### config.mk
export PLATFORM = sky130hd
export DESIGN_NAME = companion_host_flat
export DESIGN_NICKNAME = d
export VERILOG_FILES = /design/src/rtl/companion_host_if.sv /design/src/rtl/companion_host.sv /design/src/flat_wrapper.sv
export SDC_FILE = /design/constraint.sdc
export NUM_CORES = 1
export LEC_CHECK = 0
export CORE_UTILIZATION = 45
export CTS_BUF_LIST = sky130_fd_sc_hd__clkbuf_2
export DETAILED_ROUTE_END_ITERATION = 8
export GPL_TIMING_DRIVEN = 0
export PLACE_DENSITY = 0.77
export RECOVER_POWER = 50
export SLEW_MARGIN = 40
export SYNTH_ARGS = -nofsm -noshare
export SYNTH_HDL_FRONTEND = slang
export SYNTH_SLANG_ARGS = --single-unit
### constraint.sdc
create_clock -name clk -period 2.1 [get_ports clk]
set_input_delay 0.42 -clock clk [delete_from_list [all_inputs] [get_ports clk]]
set_output_delay 0.42 -clock clk [all_outputs]
set_load 0.005 [all_outputs]
### src/rtl/companion_host_if.sv
// Command, byte-stream and decoded-message signals of the companion UART host.
// master = the host block itself, slave = whatever drives/observes it.
interface companion_host_if;
  logic        cmd_valid;
  logic        cmd_ready;
  logic [3:0]  cmd_op;
  logic [31:0] cmd_arg;
  logic [7:0]  pl_data;
  logic        pl_valid;
  logic        pl_ready;
  logic [7:0]  tx_data;
  logic        tx_start;
  logic        tx_busy;
  logic [7:0]  rx_data;
  logic        rx_valid;
  logic [7:0]  core_id;
  logic        core_id_valid;
  logic [7:0]  cfg_char;
  logic        cfg_char_valid;
  logic        cfg_done;
  logic [15:0] joy1;
  logic [15:0] joy2;
  logic        joy_valid;
  logic        err;

  modport master (
    input  cmd_valid, cmd_op, cmd_arg, pl_data, pl_valid, tx_busy, rx_data, rx_valid,
    output cmd_ready, pl_ready, tx_data, tx_start, core_id, core_id_valid,
           cfg_char, cfg_char_valid, cfg_done, joy1, joy2, joy_valid, err
  );

  modport slave (
    output cmd_valid, cmd_op, cmd_arg, pl_data, pl_valid, tx_busy, rx_data, rx_valid,
    input  cmd_ready, pl_ready, tx_data, tx_start, core_id, core_id_valid,
           cfg_char, cfg_char_valid, cfg_done, joy1, joy2, joy_valid, err
  );
endinterface

### src/rtl/companion_host.sv
// Initiator side of the TangCore companion UART protocol: command serializer plus message parser.
// Define COMPANION_HOST_TIMEOUT_EN to add a response timer to the TX_WAIT state.
//
// state      | meaning
// TX_IDLE    | ready for a command
// TX_OP      | sending the op byte
// TX_ARG     | sending argument / length bytes, idx_q = byte index
// TX_PAYLOAD | forwarding payload bytes (op 5 string, op 7 ROM data)
// TX_WAIT    | op 1/2 sent, waiting for the core's reply
// RX_IDLE    | waiting for a message type byte
// RX_JOY     | collecting 4 joypad bytes
// RX_ID      | next byte is the core ID
// RX_STR     | config string, ends on 0x00
module companion_host #(
  parameter int RESP_TIMEOUT = 2_000_000
) (
  input logic              clk,
  input logic              reset,
  companion_host_if.master bus
);
  typedef enum logic [2:0] {TX_IDLE, TX_OP, TX_ARG, TX_PAYLOAD, TX_WAIT} tx_state_t;
  typedef enum logic [1:0] {RX_IDLE, RX_JOY, RX_ID, RX_STR} rx_state_t;

  tx_state_t   tx_state_q, tx_state_d;
  rx_state_t   rx_state_q, rx_state_d;
  logic [3:0]  op_q, op_d;
  logic [31:0] arg_q, arg_d;
  logic [23:0] rem_q, rem_d;
  logic [1:0]  idx_q, idx_d;
  logic [7:0]  tx_data_q, tx_data_d;
  logic        tx_start_q, tx_start_d;
  logic        pl_ready_q, pl_ready_d;
  logic        err_q, err_d;
  logic [1:0]  jcnt_q, jcnt_d;
  logic [23:0] shadow_q, shadow_d;
  logic [7:0]  core_id_q, core_id_d;
  logic        core_id_valid_q, core_id_valid_d;
  logic [7:0]  cfg_char_q, cfg_char_d;
  logic        cfg_char_valid_q, cfg_char_valid_d;
  logic        cfg_done_q, cfg_done_d;
  logic [15:0] joy1_q, joy1_d, joy2_q, joy2_d;
  logic        joy_valid_q, joy_valid_d;

  logic        can_send;
  logic        resp_done;
  logic        tmo_fire;
  logic [1:0]  last_idx;
  logic [1:0]  sel;
  logic [7:0]  arg_byte;

  assign can_send  = !bus.tx_busy && !tx_start_q;
  assign resp_done = (op_q == 4'd1 && core_id_valid_q) || (op_q == 4'd2 && cfg_done_q);

  // Argument byte order per op; sel is the byte lane of arg_q to send next.
  always_comb begin
    last_idx = 2'd0;
    sel      = 2'd0;
    case (op_q)
      4'd3:    begin last_idx = 2'd3; sel = ~idx_q; end
      4'd4:    begin last_idx = 2'd1; sel = {1'b0, ~idx_q[0]}; end
      4'd7:    begin last_idx = 2'd2; sel = 2'd2 - idx_q; end
      4'd9:    begin last_idx = 2'd3; sel = idx_q; end
      default: ;
    endcase
    arg_byte = arg_q[{sel, 3'b000} +: 8];
    if (op_q == 4'd8) arg_byte = {7'b0, arg_q[0]};
  end

  always_comb begin
    tx_state_d       = tx_state_q;
    rx_state_d       = rx_state_q;
    op_d             = op_q;
    arg_d            = arg_q;
    rem_d            = rem_q;
    idx_d            = idx_q;
    tx_data_d        = tx_data_q;
    tx_start_d       = 1'b0;
    pl_ready_d       = 1'b0;
    err_d            = 1'b0;
    jcnt_d           = jcnt_q;
    shadow_d         = shadow_q;
    core_id_d        = core_id_q;
    core_id_valid_d  = 1'b0;
    cfg_char_d       = cfg_char_q;
    cfg_char_valid_d = 1'b0;
    cfg_done_d       = 1'b0;
    joy1_d           = joy1_q;
    joy2_d           = joy2_q;
    joy_valid_d      = 1'b0;

    case (tx_state_q)
      TX_IDLE: if (bus.cmd_valid) begin
        if (bus.cmd_op == 4'd0 || bus.cmd_op >= 4'd10) begin
          err_d = 1'b1;
        end else begin
          op_d       = bus.cmd_op;
          arg_d      = bus.cmd_arg;
          rem_d      = bus.cmd_arg[23:0];
          idx_d      = 2'd0;
          tx_state_d = TX_OP;
        end
      end
      TX_OP: if (can_send) begin
        tx_start_d = 1'b1;
        tx_data_d  = {4'h0, op_q};
        case (op_q)
          4'd1, 4'd2: tx_state_d = TX_WAIT;
          4'd5:       tx_state_d = TX_PAYLOAD;
          default:    tx_state_d = TX_ARG;
        endcase
      end
      TX_ARG: if (can_send) begin
        tx_start_d = 1'b1;
        tx_data_d  = arg_byte;
        idx_d      = idx_q + 2'd1;
        if (idx_q == last_idx)
          tx_state_d = (op_q == 4'd7 && rem_q != '0) ? TX_PAYLOAD : TX_IDLE;
      end
      TX_PAYLOAD: if (can_send && bus.pl_valid) begin
        tx_start_d = 1'b1;
        pl_ready_d = 1'b1;
        tx_data_d  = bus.pl_data;
        if (op_q == 4'd5) begin
          if (bus.pl_data == 8'h00) tx_state_d = TX_IDLE;
        end else begin
          if (rem_q != '0) rem_d = rem_q - 24'd1;
          if (rem_q <= 24'd1) tx_state_d = TX_IDLE;
        end
      end
      TX_WAIT: if (resp_done || tmo_fire) begin
        tx_state_d = TX_IDLE;
        err_d      = tmo_fire;
      end
      default: tx_state_d = TX_IDLE;
    endcase

    if (bus.rx_valid) begin
      case (rx_state_q)
        RX_IDLE: begin
          jcnt_d = 2'd0;
          case (bus.rx_data)
            8'h01:   rx_state_d = RX_JOY;
            8'h11:   rx_state_d = RX_ID;
            8'h22:   rx_state_d = RX_STR;
            default: ;
          endcase
        end
        RX_JOY: begin
          jcnt_d = jcnt_q + 2'd1;
          case (jcnt_q)
            2'd0: shadow_d[7:0]   = bus.rx_data;
            2'd1: shadow_d[15:8]  = bus.rx_data;
            2'd2: shadow_d[23:16] = bus.rx_data;
            default: begin
              joy1_d      = shadow_q[15:0];
              joy2_d      = {bus.rx_data, shadow_q[23:16]};
              joy_valid_d = 1'b1;
              rx_state_d  = RX_IDLE;
            end
          endcase
        end
        RX_ID: begin
          core_id_d       = bus.rx_data;
          core_id_valid_d = 1'b1;
          rx_state_d      = RX_IDLE;
        end
        RX_STR: begin
          if (bus.rx_data == 8'h00) begin
            cfg_done_d = 1'b1;
            rx_state_d = RX_IDLE;
          end else begin
            cfg_char_d       = bus.rx_data;
            cfg_char_valid_d = 1'b1;
          end
        end
        default: rx_state_d = RX_IDLE;
      endcase
    end
    // A timed-out reply may be half parsed; drop it so the next message starts clean.
    if (tmo_fire) rx_state_d = RX_IDLE;
  end

`ifdef COMPANION_HOST_TIMEOUT_EN
  logic [31:0] tmo_q, tmo_d;

  assign tmo_fire = (tx_state_q == TX_WAIT) && (tmo_q == '0) && !resp_done && !bus.rx_valid;

  always_comb begin
    tmo_d = tmo_q;
    if ((tx_state_d == TX_WAIT && tx_state_q != TX_WAIT) || bus.rx_valid)
      tmo_d = 32'(RESP_TIMEOUT);
    else if (tx_state_q == TX_WAIT && tmo_q != '0)
      tmo_d = tmo_q - 32'd1;
  end

  always_ff @(posedge clk) begin
    if (reset) tmo_q <= '0;
    else       tmo_q <= tmo_d;
  end
`else
  assign tmo_fire = 1'b0;
`endif

  always_ff @(posedge clk) begin
    if (reset) begin
      tx_state_q       <= TX_IDLE;
      rx_state_q       <= RX_IDLE;
      op_q             <= '0;
      arg_q            <= '0;
      rem_q            <= '0;
      idx_q            <= '0;
      tx_data_q        <= '0;
      tx_start_q       <= 1'b0;
      pl_ready_q       <= 1'b0;
      err_q            <= 1'b0;
      jcnt_q           <= '0;
      shadow_q         <= '0;
      core_id_q        <= '0;
      core_id_valid_q  <= 1'b0;
      cfg_char_q       <= '0;
      cfg_char_valid_q <= 1'b0;
      cfg_done_q       <= 1'b0;
      joy1_q           <= '0;
      joy2_q           <= '0;
      joy_valid_q      <= 1'b0;
    end else begin
      tx_state_q       <= tx_state_d;
      rx_state_q       <= rx_state_d;
      op_q             <= op_d;
      arg_q            <= arg_d;
      rem_q            <= rem_d;
      idx_q            <= idx_d;
      tx_data_q        <= tx_data_d;
      tx_start_q       <= tx_start_d;
      pl_ready_q       <= pl_ready_d;
      err_q            <= err_d;
      jcnt_q           <= jcnt_d;
      shadow_q         <= shadow_d;
      core_id_q        <= core_id_d;
      core_id_valid_q  <= core_id_valid_d;
      cfg_char_q       <= cfg_char_d;
      cfg_char_valid_q <= cfg_char_valid_d;
      cfg_done_q       <= cfg_done_d;
      joy1_q           <= joy1_d;
      joy2_q           <= joy2_d;
      joy_valid_q      <= joy_valid_d;
    end
  end

  assign bus.cmd_ready      = (tx_state_q == TX_IDLE);
  assign bus.pl_ready       = pl_ready_q;
  assign bus.tx_data        = tx_data_q;
  assign bus.tx_start       = tx_start_q;
  assign bus.err            = err_q;
  assign bus.core_id        = core_id_q;
  assign bus.core_id_valid  = core_id_valid_q;
  assign bus.cfg_char       = cfg_char_q;
  assign bus.cfg_char_valid = cfg_char_valid_q;
  assign bus.cfg_done       = cfg_done_q;
  assign bus.joy1           = joy1_q;
  assign bus.joy2           = joy2_q;
  assign bus.joy_valid      = joy_valid_q;
endmodule

### src/flat_wrapper.sv
// flat-port wrapper written by rule: the top's interface ports become plain ports
module companion_host_flat 
#(
  parameter int RESP_TIMEOUT = 2_000_000
)
  (clk, reset, bus_cmd_valid, bus_cmd_op, bus_cmd_arg, bus_pl_data, bus_pl_valid, bus_tx_busy, bus_rx_data, bus_rx_valid, bus_cmd_ready, bus_pl_ready, bus_tx_data, bus_tx_start, bus_core_id, bus_core_id_valid, bus_cfg_char, bus_cfg_char_valid, bus_cfg_done, bus_joy1, bus_joy2, bus_joy_valid, bus_err);
  companion_host_if bus_i ();
  input logic clk;
  input logic reset;
  input wire logic [$bits(bus_i.cmd_valid)-1:0] bus_cmd_valid;
  input wire logic [$bits(bus_i.cmd_op)-1:0] bus_cmd_op;
  input wire logic [$bits(bus_i.cmd_arg)-1:0] bus_cmd_arg;
  input wire logic [$bits(bus_i.pl_data)-1:0] bus_pl_data;
  input wire logic [$bits(bus_i.pl_valid)-1:0] bus_pl_valid;
  input wire logic [$bits(bus_i.tx_busy)-1:0] bus_tx_busy;
  input wire logic [$bits(bus_i.rx_data)-1:0] bus_rx_data;
  input wire logic [$bits(bus_i.rx_valid)-1:0] bus_rx_valid;
  output wire logic [$bits(bus_i.cmd_ready)-1:0] bus_cmd_ready;
  output wire logic [$bits(bus_i.pl_ready)-1:0] bus_pl_ready;
  output wire logic [$bits(bus_i.tx_data)-1:0] bus_tx_data;
  output wire logic [$bits(bus_i.tx_start)-1:0] bus_tx_start;
  output wire logic [$bits(bus_i.core_id)-1:0] bus_core_id;
  output wire logic [$bits(bus_i.core_id_valid)-1:0] bus_core_id_valid;
  output wire logic [$bits(bus_i.cfg_char)-1:0] bus_cfg_char;
  output wire logic [$bits(bus_i.cfg_char_valid)-1:0] bus_cfg_char_valid;
  output wire logic [$bits(bus_i.cfg_done)-1:0] bus_cfg_done;
  output wire logic [$bits(bus_i.joy1)-1:0] bus_joy1;
  output wire logic [$bits(bus_i.joy2)-1:0] bus_joy2;
  output wire logic [$bits(bus_i.joy_valid)-1:0] bus_joy_valid;
  output wire logic [$bits(bus_i.err)-1:0] bus_err;
  assign bus_i.cmd_valid = bus_cmd_valid;
  assign bus_i.cmd_op = bus_cmd_op;
  assign bus_i.cmd_arg = bus_cmd_arg;
  assign bus_i.pl_data = bus_pl_data;
  assign bus_i.pl_valid = bus_pl_valid;
  assign bus_i.tx_busy = bus_tx_busy;
  assign bus_i.rx_data = bus_rx_data;
  assign bus_i.rx_valid = bus_rx_valid;
  assign bus_cmd_ready = bus_i.cmd_ready;
  assign bus_pl_ready = bus_i.pl_ready;
  assign bus_tx_data = bus_i.tx_data;
  assign bus_tx_start = bus_i.tx_start;
  assign bus_core_id = bus_i.core_id;
  assign bus_core_id_valid = bus_i.core_id_valid;
  assign bus_cfg_char = bus_i.cfg_char;
  assign bus_cfg_char_valid = bus_i.cfg_char_valid;
  assign bus_cfg_done = bus_i.cfg_done;
  assign bus_joy1 = bus_i.joy1;
  assign bus_joy2 = bus_i.joy2;
  assign bus_joy_valid = bus_i.joy_valid;
  assign bus_err = bus_i.err;
  companion_host #(.RESP_TIMEOUT(RESP_TIMEOUT)) u_core (.clk(clk), .reset(reset), .bus(bus_i));
endmodule
# After elaboration in Yosys (flattened, before gate mapping)
# Index checks and enable logic that the tools add are counted.
# totals
reg_bits,156
inputBits,58
output_inout_bits,64
# op_classes
add_sub_neg,4
order_cmp,2
n_eq_ne,35
shifts,1
n_mux,43
bitwise_logic,11
n_reduce_logical,42
# ops
op,n
24-bit 2-to-1 mux,5
24-bit case mux with 2 select lines,1
8-bit 2-to-1 mux,4
32-bit by 6-bit indexed part select with 8-bit output,1
3-bit 2-to-1 mux,10
24-bit by 1-bit less-or-equal comparator with 1-bit output (second input constant),1
8-bit case mux with 3 select lines,1
24-bit nonzero test,1
24-bit by 1-bit subtractor with 24-bit output (second input constant),1
3-bit AND reduction,6
8-bit logical NOT,2
2-bit case mux with 4 select lines,2
3-bit case mux with 5 select lines,1
2-bit by 1-bit inequality test with 1-bit output (second input constant),7
4-bit by 3-bit == test with 1-bit output (second input constant),3
2-bit 2-to-1 mux,6
2-bit case mux with 3 select lines,2
4-bit AND reduction,3
3-bit OR reduction,4
1-bit inverter,10
2-bit OR reduction,5
9-bit AND reduction,1
4-bit by 2-bit == test with 1-bit output (second input constant),2
4-bit == test (second input constant),2
other kinds (32),57

# Logic depth before layout (Yosys ltp)
# logic_depth
depth_word,7
mapped_depth,9
mapped_depth_nobuf,7

# Worst setup path before layout
# Ideal clock, no wire load.
# synth_timing
kind,reg2reg
from,reg u_core.rem_q[12]
to,reg u_core.tx_state_q[1]
arrival_ns,2.016
required_time_ns,1.978
path_slack_ns,-0.038
stages_incl_launch_ff,9
cell_sequence,dfxtp_1 > buf_6 > or4_4 > buf_6 > or3_4 > o211ai_2 > nand4_2 > nand2b_4 > mux2i_1
# synth_via
elab_chain_cells,6
word_cells_on_any_way,9
cone_classes,1 x order compare; 1 x eq/ne; 4 x mux; 3 x reduce/logical
# synth_rtl
element,line_no,rtl
"start, declared",companion_host.sv:28,"logic [23:0] rem_q, rem_d;"
"start signal, assigned",companion_host.sv:231,rem_q <= rem_d;
branches (longest 6 deep; another with 24-bit by 1-bit less-or-equal comparator with 1-bit output),-,
"end signal, assigned",companion_host.sv:227,tx_state_q <= tx_state_d;
"end, declared",companion_host.sv:24,"tx_state_t tx_state_q, tx_state_d;"
# Several ways; the timed one is not identified. The select of a mux whose other input is x is not followed.
# A chain may end at the register's enable or synchronous reset.

# Worst setup path after layout
# layout_timing
from,reg u_core.op_q[2]
to,reg u_core.tx_data_q[2] (netlist: u_core.bus.tx_data[2])
# layout_via
elab_chain_cells,6
word_cells_on_any_way,11
cone_classes,5 x eq/ne; 1 x shift; 5 x mux
# layout_rtl
element,line_no,rtl
"start, declared",companion_host.sv:26,"logic [3:0] op_q, op_d;"
"start signal, assigned",companion_host.sv:229,op_q <= op_d;
"4-bit == test, or another cell as far along",companion_host.sv:58,case (op_q)
2-bit case mux with 4 select lines,companion_host.sv:58,
32-bit by 6-bit indexed part select with 8-bit output,companion_host.sv:65,"arg_byte = arg_q[{sel, 3'b000} +: 8];"
8-bit 2-to-1 mux,companion_host.sv:66,"if (op_q == 4'd8) arg_byte = {7'b0, arg_q[0]};"
8-bit 2-to-1 mux,companion_host.sv:112,TX_ARG: if (can_send) begin
8-bit case mux with 3 select lines *,companion_host.sv:91,case (tx_state_q)
"end signal, assigned",companion_host.sv:233,tx_data_q <= tx_data_d;
"end, declared",companion_host.sv:30,"logic [7:0] tx_data_q, tx_data_d;"
# Mark *: on every way between the ends. The rest lies on a longest branch, timed or not. The select of a mux whose other input is x is not followed.

==> flow_summary_export.csv <==
group,metric,value,unit
run_status,status,"finished with violations",
run_status,violations,"negative setup slack",
critical_path,path_cells,"or3b_4, o32ai_4, a41oi_4, buf_6, mux2_4, a221oi_4, nor3_1",
global_routing,grt_pass1_wl,35000,um
timing,setup_viol,7,
yosys,yosysMostFrequentCell,"nand2_1",
die,die_area,16300,um^2
yosys,ys_seq_elements,156,
yosys,synth_cell_types,69,
route,drt_pass1_iterations,5,
critical_path,cpPeakStageDelay,420,ps
route,drtAntennaViolNets,0,
timing,fin_crit_sh,103,%
place,dpl.hpwl,15600,um
critical_path,reg2reg_from,"u_core.op_q[2]",
die,initial_utilization,46.3,%
timing,maxSlewViolCount,0,
route,via_count,7560,
timing,rsz0062_at_grt,"true",
critical_path,path_buf_inv,1,
critical_path,cp.arrival,2840,ps
die,core_area,15300,um^2
final_layout,regArea,3240,um^2
global_routing,grtUsageMet3,6.24,%
critical_path,critPathKind,"reg2reg",
yosys,yosysTopAreaCellShare,44.0,%
yosys,synth_edf_count,0,
critical_path,cp.required,2770,ps
yosys,ys_seq_area_share,44.0,%
flow_run,max_cap_viol_count,0,
final_layout,drive_gt1_share,22.5,%
yosys,syn_area,7090,um^2
global_routing,met2_usage,42.7,%
global_routing,grt_use_total,27.9,%
clocking,clkSlewWorstSetupHoldPaths,240,ps
clocking,cts-buffers-inserted,17,
timing,hold_viol_final,0,
critical_path,cpLargestDelayFamily,"compound AO/OA/AOI/OAI gates",
yosys,synth_area_per_cell,7.63,um^2
yosys,syn-num-nets,993,
final_layout,syn_to_final_growth,36.6,%
hold_path,hold_path.class,"in2reg",
route,route.detailed.drc,0,
timing,max_slew_margin,49.5,%
timing,layout_min_cycle_time,2170,ps
global_routing,antenna_found_initial,1,
yosys,ys_async_sr_fraction,0,%
final_layout,final_area,9690,um^2
yosys,yosys.area.top_type,"dfxtp_1",
pwr,p_sw,0.00287,W
clocking,cts_tree,"done",
clocking,cts-root-buf,"clkbuf_2",
global_routing,grt_pass1_vias,6922,
route,wl_per_cell,17.4,um
pwr,power.share.sequential,42.4,%
timing,fin_setup_tns,-293,ps
yosys,ys_top_cells_by_count,"nand2_1, dfxtp_1, a21oi_1",
global_routing,busiest_layer,"met2",
die,io_pins,122,
yosys,ys_warn_count,0,
place,place_congestion,0.965,
final_layout,nNetsFinal,1165,
global_routing,grtUsageMet1,36.7,%
yosys,synthTopCellsByArea,"dfxtp_1, nand2_1, a21oi_1",
critical_path,cp-end-kind,"flop",
pwr,switching_share,35.9,%
timing,fin_ws,-66.7,ps
timing,fmax,0.462,GHz
clocking,clock-sinks,156,
place,pre_cts_ws,-885,ps
global_routing,grt_max_degree,17,
pwr,vdd_ir_drop_max,0.000378,V
hold_path,min-delay-start,"bus_rx_data[4]",
die,die_x,128,um
pwr,powerDensity,824,nW/um^2
yosys,synth_ff_type,"dfxtp_1",
die,rows,45,
clocking,cts_max_path_buffers,2,
critical_path,cp-start-kind,"flop",
global_routing,overflow,0,
pwr,p_leak,3.94,nW
timing,worst_slew_pin_slew,758,ps
critical_path,crit_path_max_fanout,8,
final_layout,fillers,1373,
place,port_buffers,118,
pwr,total_power,0.00798,W
timing,skew,27.3,ps
pwr,power.share.combinational,32.7,%
route,viasPerCell,5.70,
yosys,synth_cells,929,
place,placed_cell_area,8550,um^2
final_layout,multiInputGateArea,4030,um^2
die,die_h,128,um
route,drt_iter0_drc,756,
critical_path,cp_slowest_cell,"dfxtp_4",
pwr,p_int,0.00511,W
critical_path,crit_start,"u_core.op_q[2]",
clocking,htreeDepth,4,
route,wl,23000,um
pwr,pwr-share-clk,24.9,%
clocking,insertion_delay,800,ps
[power by group through the flow]
stage               registers (W)  logic [W]  clock network (W)
floorplan                 0.00335    0.00135                  0
global placement          0.00337    0.00201                  0
detailed placement        0.00338    0.00202                  0
CTS                       0.00335    0.00226            0.00200
global route              0.00340    0.00280            0.00214
finish                    0.00338    0.00261            0.00199
[what timing repair did]
action | in CTS | in global routing
endpoints found under the hold margin | 7 | 0
endpoints found under the setup margin | 130 | 65
resized for setup | 168 | 101
buffers inserted | 23 | 15
pin swaps | 16 | 22
gates cloned | 0 | 1
hold buffers | 2 | 0
[state kept, by name, indices dropped and copies added, names as in the netlist]
signal and cells:
u_core.arg_q 32, u_core.bus.cfg_char 8, u_core.bus.cfg_char_valid 1, u_core.bus.cfg_done 1, u_core.bus.core_id 8, u_core.bus.core_id_valid 1
u_core.bus.err 1, u_core.bus.joy1 16, u_core.bus.joy2 16, u_core.bus.joy_valid 1, u_core.bus.pl_ready 1, u_core.bus.tx_data 8
u_core.bus.tx_start 1, u_core.idx_q 2, u_core.jcnt_q 2, u_core.op_q 4, u_core.rem_q 24, u_core.rx_state_q 2
u_core.shadow_q 24, u_core.tx_state_q 3
[area by class of cell]
class / count / area share (%)
Antenna cell: 1 / 0.0258
Buffer: 63 / 3.15
Clock buffer: 17 / 0.878
Clock inverter: 15 / 2.17
Inverter: 9 / 0.349
Multi-Input combinational cell: 695 / 41.6
Sequential cell: 156 / 33.4
Tap cell: 211 / 2.73
Timing Repair Buffer: 159 / 15.7
[worst paths after layout]
path / endpoint / slack (ps) / cells after the start
max: u_core.bus.tx_data[2] / -70 / 7
min: u_core.bus.core_id[4] / 120 / 3
min reg2reg: u_core.bus.joy1[12] / 450 / 2
max reg2reg: u_core.bus.tx_data[2] / -70 / 7
[layout by cell type, fill, tap and decap left out, drive strengths merged, types with 4 or more instances in the layout]
| cell | count |
|---|---|
| clkbuf | 66 |
| dfxtp | 156 |
| dlymetal6s2s | 15 |
| a21oi | 131 |
| ha | 6 |
| nand2 | 253 |
| bufinv | 4 |
| dlygate4sd2 | 48 |
| nor3 | 27 |
| mux2i | 9 |
| a221oi | 7 |
| and2 | 4 |
| or3b | 4 |
| buf | 54 |
| o31ai | 4 |
| a31oi | 7 |
| nand2b | 5 |
| o21ai | 36 |
| nand4 | 10 |
| or4 | 6 |
| inv | 15 |
| and3 | 5 |
| o211ai | 6 |
| a22oi | 8 |
| mux2 | 14 |
| nand3 | 13 |
| clkdlybuf4s50 | 52 |
| nor2 | 72 |
| nor4 | 8 |
| a211oi | 9 |
| dlygate4sd3 | 4 |
| clkinv | 4 |
[worst register-to-register path, stage by stage, from the launching register on]
cell and delay [ps]:
dfxtp_4 420, or3b_4 400, o32ai_4 260, a41oi_4 90, buf_6 200, mux2_4 330, a221oi_4 260, nor3_1 90
[layer usage]
| layer | vias to the layer above | wire length (um) |
|---|---|---|
| li1 | 3582 | - |
| met1 | 3522 | 9740 |
| met2 | 375 | 10300 |
| met3 | 81 | 2060 |
| met4 | 0 | 875 |
| met5 | - | 0 |
[through the flow]
step / utilization, % / std cells / hold slack (ps)
after floorplan: - / 929 / 432
after global placement: 55.8 / 1258 / 438
after detailed placement: 55.8 / 1258 / 444
after CTS: 60.4 / 1312 / 59.0
after global routing: 63.3 / 1326 / 55.1
final: 63.3 / 1326 / 120
[cell families (layout without fill, tap and decap cells)]
group,after synthesis,count (layout),share of synthesized area (%)
AND/OR/NAND/NOR,429,429,26.9
AO/OA/AOI/OAI,235,235,19.6
flip-flops,156,156,44.0
buffers and inverters,78,263,4.69
multiplexers,23,23,3.49
adder cells (fa/ha/maj),6,6,1.06
XOR/XNOR,2,2,0.247
other,0,1,0
Note: power is estimated with default switching activity, not from simulation.
